--- config.mk ---
export PLATFORM = sky130hd
export DESIGN_NAME = ip_tx_arbiter
export DESIGN_NICKNAME = d
export VERILOG_FILES = /design/src/rtl/ip_tx_arbiter.sv
export SDC_FILE = /design/constraint.sdc
export NUM_CORES = 1
export LEC_CHECK = 0
export ABC_AREA = 1
export BUFFER_PORTS_ARGS = -buffer_cell sky130_fd_sc_hd__buf_2
export CAP_MARGIN = 20
export CORE_AREA = 8 8 131 133
export CTS_CLUSTER_DIAMETER = 150
export CTS_CLUSTER_SIZE = 14
export DETAILED_ROUTE_END_ITERATION = 10
export DIE_AREA = 0 0 139 141
export PLACE_DENSITY_LB_ADDON = 0.12
export SLEW_MARGIN = 20
export SYNTH_ARGS = -nofsm -noshare
export SYNTH_HDL_FRONTEND = slang
export SYNTH_SLANG_ARGS = --single-unit
--- constraint.sdc ---
create_clock -name clk -period 1.5 [get_ports clk]
set_input_delay 0.075 -clock clk [delete_from_list [all_inputs] [get_ports clk]]
set_output_delay 0.075 -clock clk [all_outputs]
set_load 0.01 [all_outputs]
--- src/rtl/ip_tx_arbiter.sv ---
`default_nettype none
// ============================================================================
//  Module   : ip_tx_arbiter
//  Purpose  : Round-robin, frame-granular arbiter for a shared IP TX
//             header + payload port, with a payload-stall abort watchdog.
//  Revision : 1.0
// ============================================================================
module ip_tx_arbiter #(
  parameter int N_SRC   = 2,
  parameter int HDR_W   = 104,
  parameter int TIMEOUT = 1024
) (
  input  logic                                   clk,
  input  logic                                   reset_n,
  input  logic [N_SRC-1:0]                       s_hdr_valid,
  output logic [N_SRC-1:0]                       s_hdr_ready,
  input  logic [N_SRC*HDR_W-1:0]                 s_hdr,
  input  logic [N_SRC*8-1:0]                     s_tdata,
  input  logic [N_SRC-1:0]                       s_tvalid,
  output logic [N_SRC-1:0]                       s_tready,
  input  logic [N_SRC-1:0]                       s_tlast,
  output logic                                   m_hdr_valid,
  input  logic                                   m_hdr_ready,
  output logic [HDR_W-1:0]                       m_hdr,
  output logic [7:0]                             m_tdata,
  output logic                                   m_tvalid,
  input  logic                                   m_tready,
  output logic                                   m_tlast,
  output logic                                   m_tuser,
  output logic [((N_SRC > 1) ? $clog2(N_SRC) : 1)-1:0] grant,
  output logic                                   busy,
  output logic                                   abort_pulse
);

  localparam int c_gw = (N_SRC > 1) ? $clog2(N_SRC) : 1;
  localparam int c_ww = (TIMEOUT > 0) ? $clog2(TIMEOUT + 1) : 1;
  localparam logic [c_ww-1:0] c_wdog_limit = (TIMEOUT > 0) ? c_ww'(TIMEOUT - 1) : '0;
  localparam logic [c_ww-1:0] c_wdog_max   = '1;

  localparam logic [2:0] c_s_idle    = 3'd0;
  localparam logic [2:0] c_s_hdr     = 3'd1;
  localparam logic [2:0] c_s_payload = 3'd2;
  localparam logic [2:0] c_s_abort   = 3'd3;
  localparam logic [2:0] c_s_drain   = 3'd4;

  logic [2:0]       r_state;
  logic [c_gw-1:0]  r_grant;
  logic [c_gw-1:0]  r_last_grant;
  logic [c_ww-1:0]  r_wdog;
  logic             r_abort_pulse;

  logic [c_gw-1:0]  w_pick;
  logic             w_any;
  logic [N_SRC-1:0] w_gnt_oh;
  logic             w_sel_hvalid;
  logic [HDR_W-1:0] w_sel_hdr;
  logic             w_sel_tvalid;
  logic [7:0]       w_sel_tdata;
  logic             w_sel_tlast;
  logic             w_timeout;

  // Scan last_grant+1 .. last_grant+N_SRC; descending offsets so the nearest requester wins.
  always_comb begin
    w_pick = '0;
    w_any  = 1'b0;
    for (int i = N_SRC; i >= 1; i--) begin
      for (int j = 0; j < N_SRC; j++) begin
        if (s_hdr_valid[j] && (j == (int'(r_last_grant) + i) % N_SRC)) begin
          w_pick = c_gw'(j);
          w_any  = 1'b1;
        end
      end
    end
  end

  always_comb begin
    w_gnt_oh     = '0;
    w_sel_hvalid = 1'b0;
    w_sel_hdr    = '0;
    w_sel_tvalid = 1'b0;
    w_sel_tdata  = '0;
    w_sel_tlast  = 1'b0;
    for (int j = 0; j < N_SRC; j++) begin
      if (r_grant == c_gw'(j)) begin
        w_gnt_oh[j]  = 1'b1;
        w_sel_hvalid = s_hdr_valid[j];
        w_sel_hdr    = s_hdr[j*HDR_W +: HDR_W];
        w_sel_tvalid = s_tvalid[j];
        w_sel_tdata  = s_tdata[j*8 +: 8];
        w_sel_tlast  = s_tlast[j];
      end
    end
  end

  assign w_timeout = (TIMEOUT != 0) && (r_wdog == c_wdog_limit);

  always_comb begin
    m_hdr_valid = 1'b0;
    m_hdr       = '0;
    m_tvalid    = 1'b0;
    m_tdata     = '0;
    m_tlast     = 1'b0;
    m_tuser     = 1'b0;
    s_hdr_ready = '0;
    s_tready    = '0;
    case (r_state)
      c_s_hdr: begin
        m_hdr_valid = w_sel_hvalid;
        m_hdr       = w_sel_hdr;
        s_hdr_ready = w_gnt_oh & {N_SRC{m_hdr_ready}};
      end
      c_s_payload: begin
        m_tvalid = w_sel_tvalid;
        m_tdata  = w_sel_tdata;
        m_tlast  = w_sel_tlast;
        s_tready = w_gnt_oh & {N_SRC{m_tready}};
      end
      c_s_abort: begin
        // Synthetic terminating beat: zero byte flagged for drop by the stack.
        m_tvalid = 1'b1;
        m_tlast  = 1'b1;
        m_tuser  = 1'b1;
      end
      c_s_drain: begin
        s_tready = w_gnt_oh;
      end
      default: ;
    endcase
  end

  always_ff @(posedge clk or negedge reset_n) begin
    if (!reset_n) begin
      r_state       <= c_s_idle;
      r_grant       <= '0;
      r_last_grant  <= c_gw'(N_SRC - 1);
      r_wdog        <= '0;
      r_abort_pulse <= 1'b0;
    end else begin
      r_abort_pulse <= 1'b0;
      case (r_state)
        c_s_idle: begin
          if (w_any) begin
            r_grant <= w_pick;
            r_state <= c_s_hdr;
          end
        end
        c_s_hdr: begin
          if (w_sel_hvalid && m_hdr_ready) begin
            r_state <= c_s_payload;
            r_wdog  <= '0;
          end
        end
        c_s_payload: begin
          if (w_sel_tvalid && m_tready && w_sel_tlast) begin
            r_state      <= c_s_idle;
            r_last_grant <= r_grant;
            r_wdog       <= '0;
          end else if (w_sel_tvalid) begin
            // Sink backpressure with data pending is not a source stall.
            r_wdog <= '0;
          end else if (w_timeout) begin
            r_state <= c_s_abort;
            r_wdog  <= '0;
          end else if (r_wdog != c_wdog_max) begin
            r_wdog <= r_wdog + 1'b1;
          end
        end
        c_s_abort: begin
          if (m_tready) begin
            r_state       <= c_s_drain;
            r_abort_pulse <= 1'b1;
          end
        end
        c_s_drain: begin
          if (w_sel_tvalid && w_sel_tlast) begin
            r_state      <= c_s_idle;
            r_last_grant <= r_grant;
          end
        end
        default: r_state <= c_s_idle;
      endcase
    end
  end

  assign grant       = r_grant;
  assign busy        = (r_state != c_s_idle);
  assign abort_pulse = r_abort_pulse;

endmodule
`default_nettype wire

==> results by group, run 1 <==
Worst setup path
  – Startpoint types: flip-flop
  – Critical path class: flip-flop to output port
  – Critical Path AT: 1.63 ns
  – CP Capture Type: output port
  – Max Fanout on Critical Path: 9
  – Critical path required time: about 1.4 ns

Timing
  – Worst Skew: 0.00258 ns
  – PnR worst setup slack: -0.204 ns
  – RSZ-0062 raised after global routing: true
  – Final Hold Viols: 0
  – Hold_ws: 0.166 ns
  – Crit path time final: 1.70 ns
  – Max-slew violations: 0
  – Fin crit share: 114%
  – Slew headroom: 70.4%
  – Slew of the pin with the lowest slew margin: 0.444 ns
  – Highest clock rate: 587 MHz
  – # setup viols final: 132

Drt
  – Via Count: 5397
  – Initial drt markers: approximately 190
  – Post-detailed-route count of antenna-violating nets: 0
  – DRC violations left: 0
  – Routed WL: 23200 µm
  – Via/cell ratio: approximately 4.6
  – 1st-pass router iterations: 4
  – Wire length per cell: 19.9 µm

Cells and area
  – Layout cells sized above 1: 66.1%
  – Non-Filler Instances: 1168
  – Final net count: 1213
  – Area Growth Syn to Fin: 158%
  – Fin util: between 40% and 50%

CTS
  – Worst-path clk slew: ~0.060 ns
  – CTS root buf: clkbuf_16
  – CTS Buf Count: 3
  – Max H-tree Level: 1
  – Clock Latency Late Sink: 0.25 ns
  – Clock sinks: 17
  – CTS Buffer Depth: 2
  – CTS tree: done

Global routing
  – Initial antenna violation count: 3
  – Vias in the first global route: just over 5000
  – GRT Util Overall: 20.4%
  – Grt total ovfl: 0
  – Largest net degree at the start of global routing: 38
  – First-pass GRT wire length: around 31000 µm

Synthesis
  – Seq cells post-synth: 17
  – Mapped Area: 0.00275 mm²
  – Synth Flop Type: dfrtp_1
  – Syn_area_per_cell: 4.95 µm²
  – Syn Inst Count: 556
  – EDFF count, synth: 0
  – Seq/Total Area, Yosys: 15.5%
  – Number of synthesis warnings: 0
  – Synth unique cells: 30
  – Syn nets: 791
  – Async set-reset flop share out of synthesis: 100%

Placed design
  – DPL Wire Length: 16200 µm
  – Placer Congestion: ~0.89
  – I/O Buffers: 356
  – Dpl ws: -0.0516 ns
  – Dpl cells: 1104

Status
  – Failing checks: negative setup slack
  – Status: finished with violations

Floorplanning
  – Die width: about 140 µm
  – Core box area: 0.0150 mm²
  – Die Area: 0.0196 mm²
  – Die height: 141 µm
  – Ports: 357
  – Initial Utilization: between 10% and 20%
  – Row count: 45

Job
  – Max_cap viols: 0

Pwr
  – Pwr dens: approximately 1800 mW/mm²
  – Leakage: 3.83 nW
  – Worst vdd ir: 0.000853 V

Worst hold path
  – Worst min path class: primary input to flip-flop
==> synth_stat cells, types with 2 or more instances <==
library cell | instances | area (µm²)
buf_6 | 2 | 22.5
a21oi_1 | 113 | 566
buf_2 | 5 | 25.0
inv_1 | 23 | 86.3
clkbuf_1 | 20 | 75.1
nand3_2 | 2 | 20.0
nand3_1 | 19 | 95.1
nor2_1 | 21 | 78.8
nor3_1 | 3 | 15.0
inv_2 | 2 | 7.51
or2_2 | 2 | 12.5
nand4_1 | 2 | 12.5
buf_1 | 10 | 37.5
nand2_2 | 3 | 18.8
dfrtp_1 | 16 | 400
o22ai_1 | 2 | 12.5
o21ai_0 | 3 | 15.0
nand2_1 | 292 | 1100
nor2_2 | 4 | 25.0
xnor2_1 | 2 | 17.5
==> through the flow <==
stage | setup TNS, ns | total power, mW | cell area [µm²]
floorplan | 0 | 4.06 | 2750
global placement | -0.172 | 7.03 | 5000
detailed placement | -0.181 | 6.97 | 5000
CTS | -21.22 | 10.7 | 6190
global route | -26.21 | 13.3 | 7110
finish | -18.66 | 12.6 | 7110
==> cells in the final DEF (no fill, tap or decap), drive strengths merged, types with 2 or more instances in the layout <==
cell / instances
nand3: 21
nor2: 25
diode: 3
nand4: 2
dfrtp: 16
inv: 25
buf: 442
or2: 3
xnor2: 2
nor3: 4
o22ai: 2
clkbuf: 14
nand2: 296
o21ai: 4
clkinv: 2
a21oi: 113
==> sequential cells by signal, indices dropped and copies added (netlist names) <==
name          cells
abort_pulse       1
grant             1
r_last_grant      1
r_state           3
r_wdog           11
==> critical path, cell delays in order (launching register included) <==
cell	delay (ns)
dfrtp_1	0.41
nor3_4	0.23
buf_4	0.21
inv_16	0.08
buf_16	0.15
a21oi_1	0.12
buf_2	0.16
==> power breakdown <==
group          switching [mW]  leakage (nW)  internal (mW)
registers               0.106         0.226          0.554
clock network           0.212        0.0409          0.358
logic                    6.05          3.56           5.32
==> repair_timing <==
| item | in CTS | in global routing |
|---|---|---|
| pin swaps | 16 | 42 |
| cloned | 13 | 12 |
| endpoints found under the setup margin | 132 | 135 |
| endpoints found under the hold margin | 16 | 0 |
| resized for setup | 164 | 145 |
| buffers inserted | 21 | 16 |
| hold buffers | 1 | 0 |
==> per-layer routing <==
metal	part of all wire (%)	vias to the layer above	global-route usage, %
li1	-	2631	-
met5	0	-	0
met3	7.5	27	5.33
met1	36	2455	21.2
met4	2.0	0	4.27
met2	54	284	40.1
==> area by class of cell <==
class	count	area (µm²)
fillers	1535	7870
repair buffers	454	3270
multi-input cells	476	2950
flip-flops and latches	17	430
well taps	188	235
inverters	25	116
clock buffers	3	75.1
repair inverters	1	20.0
diodes	3	7.51
clock inverters	1	5.00
==> final timing paths <==
path / from / end / slack, ns / cells after the start
setup / recovery: r_state[1] / m_hdr[29] / -0.20 / 6
hold / removal: m_tready / abort_pulse / 0.17 / 3
setup reg to reg: grant / r_wdog[4] / -0.12 / 8
hold reg to reg: r_last_grant / r_last_grant / 0.48 / 2
max in group asynchronous: reset_n / grant / 0.87 / 2
min in group asynchronous: reset_n / abort_pulse / 0.29 / 2
==> cells by family after synthesis <==
| group | Yosys count | share of synthesized area, % |
|---|---|---|
| and+or+nand+nor | 351 | 50.9 |
| AOI/OAI and AO/OA | 121 | 22.7 |
| buffers and inverters | 63 | 9.50 |
| DFF | 17 | 15.5 |
| xor gates and xnor gates | 3 | 0.954 |
| adders and majority gates | 1 | 0.454 |
Power figures use the tool's default switching activity.
==> run 2, diff against run 1 <==
- ABC_AREA: 1 -> 0
- BUFFER_PORTS_ARGS: -buffer_cell sky130_fd_sc_hd__buf_2 -> not set
- DONT_BUFFER_PORTS: not set -> 1
==> run 2 against run 1 <==
Against the previous run: the run still ends with negative setup slack left; first-iteration DRC count fell by 47%; hold slack got worse by 0.16 ns; combinational power barely moved; maximum frequency down 3.4%; non-clock buffer count is 360 lower; clock power down 2%; global-route usage decreased by 6.1 points; synthesized cell count down 33%; worst setup slack worse by 0.060 ns; design area fell by 24%; highest routed layer unchanged.
==> results by group, run 2 <==
Synthesis
  – Simple-gate area share of the yosys netlist: 26.9% (-24 points)
  – Top-count cell post-synth: nor2_1
  – Async set-reset flop share out of synthesis: 100% (unchanged)
  – Area share of xor/xnor cells in the synthesized design: 0% (-0.95 points)
  – Syn Inst Count: 375 (-33%)
  – Leading area contributor after synthesis: mux2i_1
  – Synth area leaders: mux2i_1 42%, nor2_1 16%, dfrtp_1 15%
  – Syn nets: 610 (-23%)
  – Seq/Total Area, Yosys: 15.5% (+0.057 points)
  – Mapped Area: 0.00274 mm² (-0.36%)
  – Synth Area in Compound Gates: 7.62% (-15 points)
  – Adder-cell share of the synthesized area: 0.456% (+0.0017 points)
  – Main combinational cell family by area after synthesis: multiplexers
  – Syn_area_per_cell: 7.32 µm² (+48%)
  – Commonest cells in the netlist: 120 x nor2_1, 114 x mux2i_1, 16 x buf_2, 16 x dfrtp_1, 11 x nand2_1
  – Synth Flop Type: dfrtp_1
  – Synth top area share: 41.6% (+1.8 points)
  – Number of synthesis warnings: 0 (unchanged)
  – Seq cells post-synth: 17 (unchanged)
  – Mux cell area share after synthesis: 42.8% (+43 points)
  – Synth unique cells: 40 (+33%)
  – EDFF count, synth: 0 (unchanged)

Cells and area
  – Regs by FF count: r_wdog: 11 flops, r_state: 3 flops
  – Most common cell after layout, fill and taps aside: nor2_4
  – Inserted Diodes: 0 (-3)
  – Fin util: 36.1% (-11 points)
  – Most frequent cells in the layout: 106 x nor2_4, 74 x mux2i_1, 40 x buf_4
  – Max reg flops: 11 (unchanged)
  – Reg with most FFs: r_wdog
  – Final net count: 679 (-44%)
  – Fin area: 0.00541 mm² (-24%)
  – Area Growth Syn to Fin: 97.3%
  – Layout cells sized above 1: 63.4% (-2.7 points)

Timing
  – Worst Skew: 0.00435 ns (+0.00177 ns)
  – # setup viols final: 129 (-2.3%)
  – Fin crit share: 118% (+4.0 points)
  – Slew headroom: 40.7% (-30 points)
  – Crit path time final: 1.76 ns (+0.0601 ns)
  – Max-slew violations: 0 (unchanged)
  – Slew of the pin with the lowest slew margin: 0.886 ns (+0.442 ns)
  – PnR worst setup slack: -0.264 ns (-0.0601 ns)
  – RSZ-0062 raised after global routing: true
  – Highest clock rate: 567 MHz (-3.4%)
  – Final Hold Viols: 0 (unchanged)

Pwr
  – Sw Share: 49.3% (-1.3 points)
  – Sequential share of power: 5.0% (-0.2 points)
  – Switch Pwr: 6.13 mW (-3.7%)
  – Clock network power share: 4.5% (about the same)
  – Worst vdd ir: 0.00109 V (+27%)
  – Gate power share: 90.5% (+0.3 points)
  – Leakage: 2.14 nW (-44%)
  – Internal power: 6.31 mW (+1.3%)
  – Pwr dens: 2300 mW/mm² (+30%)

Worst setup path
  – CP max stage delay: 0.49 ns (+0.08 ns)
  – Critical path class: flip-flop to output port
  – Cell Chain, Critical Path: buf_4 > buf_12 > buf_16 > mux2_2 > o21a_1
  – Worst path slowest cell: dfrtp_4
  – CP Capture Type: output port
  – Critical Path AT: 1.69 ns (+0.06 ns)
  – R2R setup slack: -0.19 ns (-0.07 ns)
  – Worst Path Buf+Inv: 3 (-1)
  – Delay-heaviest family, CP: flip-flops
  – Startpoint types: flip-flop
  – Critical path required time: 1.42 ns (about the same)
  – Max Fanout on Critical Path: 11 (+2)

Drt
  – Initial drt markers: 102 (-47%)
  – 1st-pass router iterations: 4 (unchanged)
  – Routed WL: 16700 µm (-28%)
  – Post-detailed-route count of antenna-violating nets: 0 (unchanged)
  – Via Count: 3161 (-41%)
  – Wire length per cell: 26.4 µm (+33%)
  – Via/cell ratio: 5.01 (+8.4%)
  – DRC violations left: 0 (unchanged)

CTS
  – Clock sinks: 17 (unchanged)
  – CTS Buffer Depth: 2 (unchanged)
  – Worst-path clk slew: 0.06 ns (about the same)
  – CTS tree: done
  – Max H-tree Level: 1 (unchanged)
  – CTS root buf: clkbuf_16
  – Clock Latency Late Sink: 0.25 ns (about the same)
  – CTS Buf Count: 3 (unchanged)

Worst hold path
  – Worst min path class: primary input to flip-flop

Status
  – Status: finished with violations
  – Failing checks: negative setup slack

Global routing
  – Grt total ovfl: 0 (unchanged)
  – Vias in the first global route: 3316 (-36%)
  – GRT Util Overall: 14.3% (-6.1 points)
  – Largest net degree at the start of global routing: 30 (-21%)
  – First-pass GRT wire length: 22200 µm (-29%)
  – Initial antenna violation count: 0 (-3)

Placed design
  – I/O Buffers: 0 (-100%)
  – Placed cell areas: 0.00403 mm² (-19%)
  – Placer Congestion: 0.781 (-12%)
  – DPL Wire Length: 12300 µm (-24%)
  – Dpl ws: -0.191 ns (-0.140 ns)

Floorplanning
  – Row count: 45 (unchanged)
  – Initial Utilization: 18.3% (-0.067 points)
  – Die height: 141 µm (unchanged)
  – Die width: 139 µm (unchanged)
  – Ports: 357 (unchanged)
  – Core box area: 0.0150 mm² (unchanged)
  – Die Area: 0.0196 mm² (unchanged)

Job
  – Max_cap viols: 0 (unchanged)
[run 2: cell types whose count changed after synthesis, sizes merged, moves of 8 or more]
cell    change
mux2i     +114
nor2       +96
inv        -18
nand3      -12
a21oi     -106
o21ai       +8
clkbuf     -14
nand2     -285
[run 2: repair_timing]
action / 4_1_cts / 5_1_grt
setup endpoints to repair: 129 / 133
hold buffers: 2 / 0
gates resized for setup: 96 / 56
pin swaps: 20 / 49
endpoints found under the hold margin: 18 / 0
setup buffers: 6 / 10
gates cloned: 6 / 18
[run 2: stage by stage]
stage	TNS, ns	total power, mW	hold slack [ns]	cells
2_1_floorplan	-6.04	7.21	-0.221	375
3_3_place_gp	-1.32	8.24	-0.220	588
3_5_place_dp	-1.81	8.27	-0.220	588
4_1_cts	-19.71	10.5	0.00975	605
5_1_grt	-30.12	13.1	0.00996	631
6_report	-23.64	12.4	0.00867	631
[run 2: per-layer routing]
layer / vias up / GRT usage, % / wire length (µm)
met2: 160 / 26.3 / 8830
met1: 1549 / 16.7 / 6590
met5: - / 0 / 0
met4: 0 / 1.27 / 116
li1: 1446 / - / -
met3: 6 / 4.05 / 1140
[run 2: cell type report]
cell class | count | area, µm²
repair buffers | 94 | 1350
multi-input cells | 321 | 3290
inverters | 7 | 28.8
clock buffers | 4 | 78.8
flip-flops and latches | 17 | 430
fillers | 1496 | 9560
well taps | 188 | 235
[run 2: worst reg2reg max path, stage by stage, from the launching register on]
cell     delay (ns)
dfrtp_4        0.49
mux2_4         0.34
nor4_4         0.22
o21a_1         0.21
buf_6          0.16
a31oi_1        0.05
mux2i_1        0.14
[run 2: logic make-up after synthesis]
logic type / Yosys count
and+or+nand+nor: 169
muxes: 117
buffers and inverters: 37
AOI/OAI and AO/OA: 34
DFF: 17
adders and majority gates: 1
[run 2: worst paths after layout]
kind | depth (start not counted) | to | from
min | 1 | abort_pulse | m_tready
min in group asynchronous | 1 | grant | reset_n
max in group asynchronous | 1 | grant | reset_n
min reg2reg | 2 | r_last_grant | r_last_grant
max reg2reg | 6 | r_wdog[7] | grant
max | 5 | m_tlast | grant
[run 2: power groups by stage]
| stage | registers (mW) | logic [mW] | clock network [mW] |
|---|---|---|---|
| finish | 0.621 | 11.3 | 0.559 |
| global route | 0.634 | 11.9 | 0.591 |
| CTS | 0.625 | 9.33 | 0.576 |
| detailed placement | 0.617 | 7.65 | 0 |
| global placement | 0.612 | 7.62 | 0 |
| floorplan | 0.606 | 6.61 | 0 |
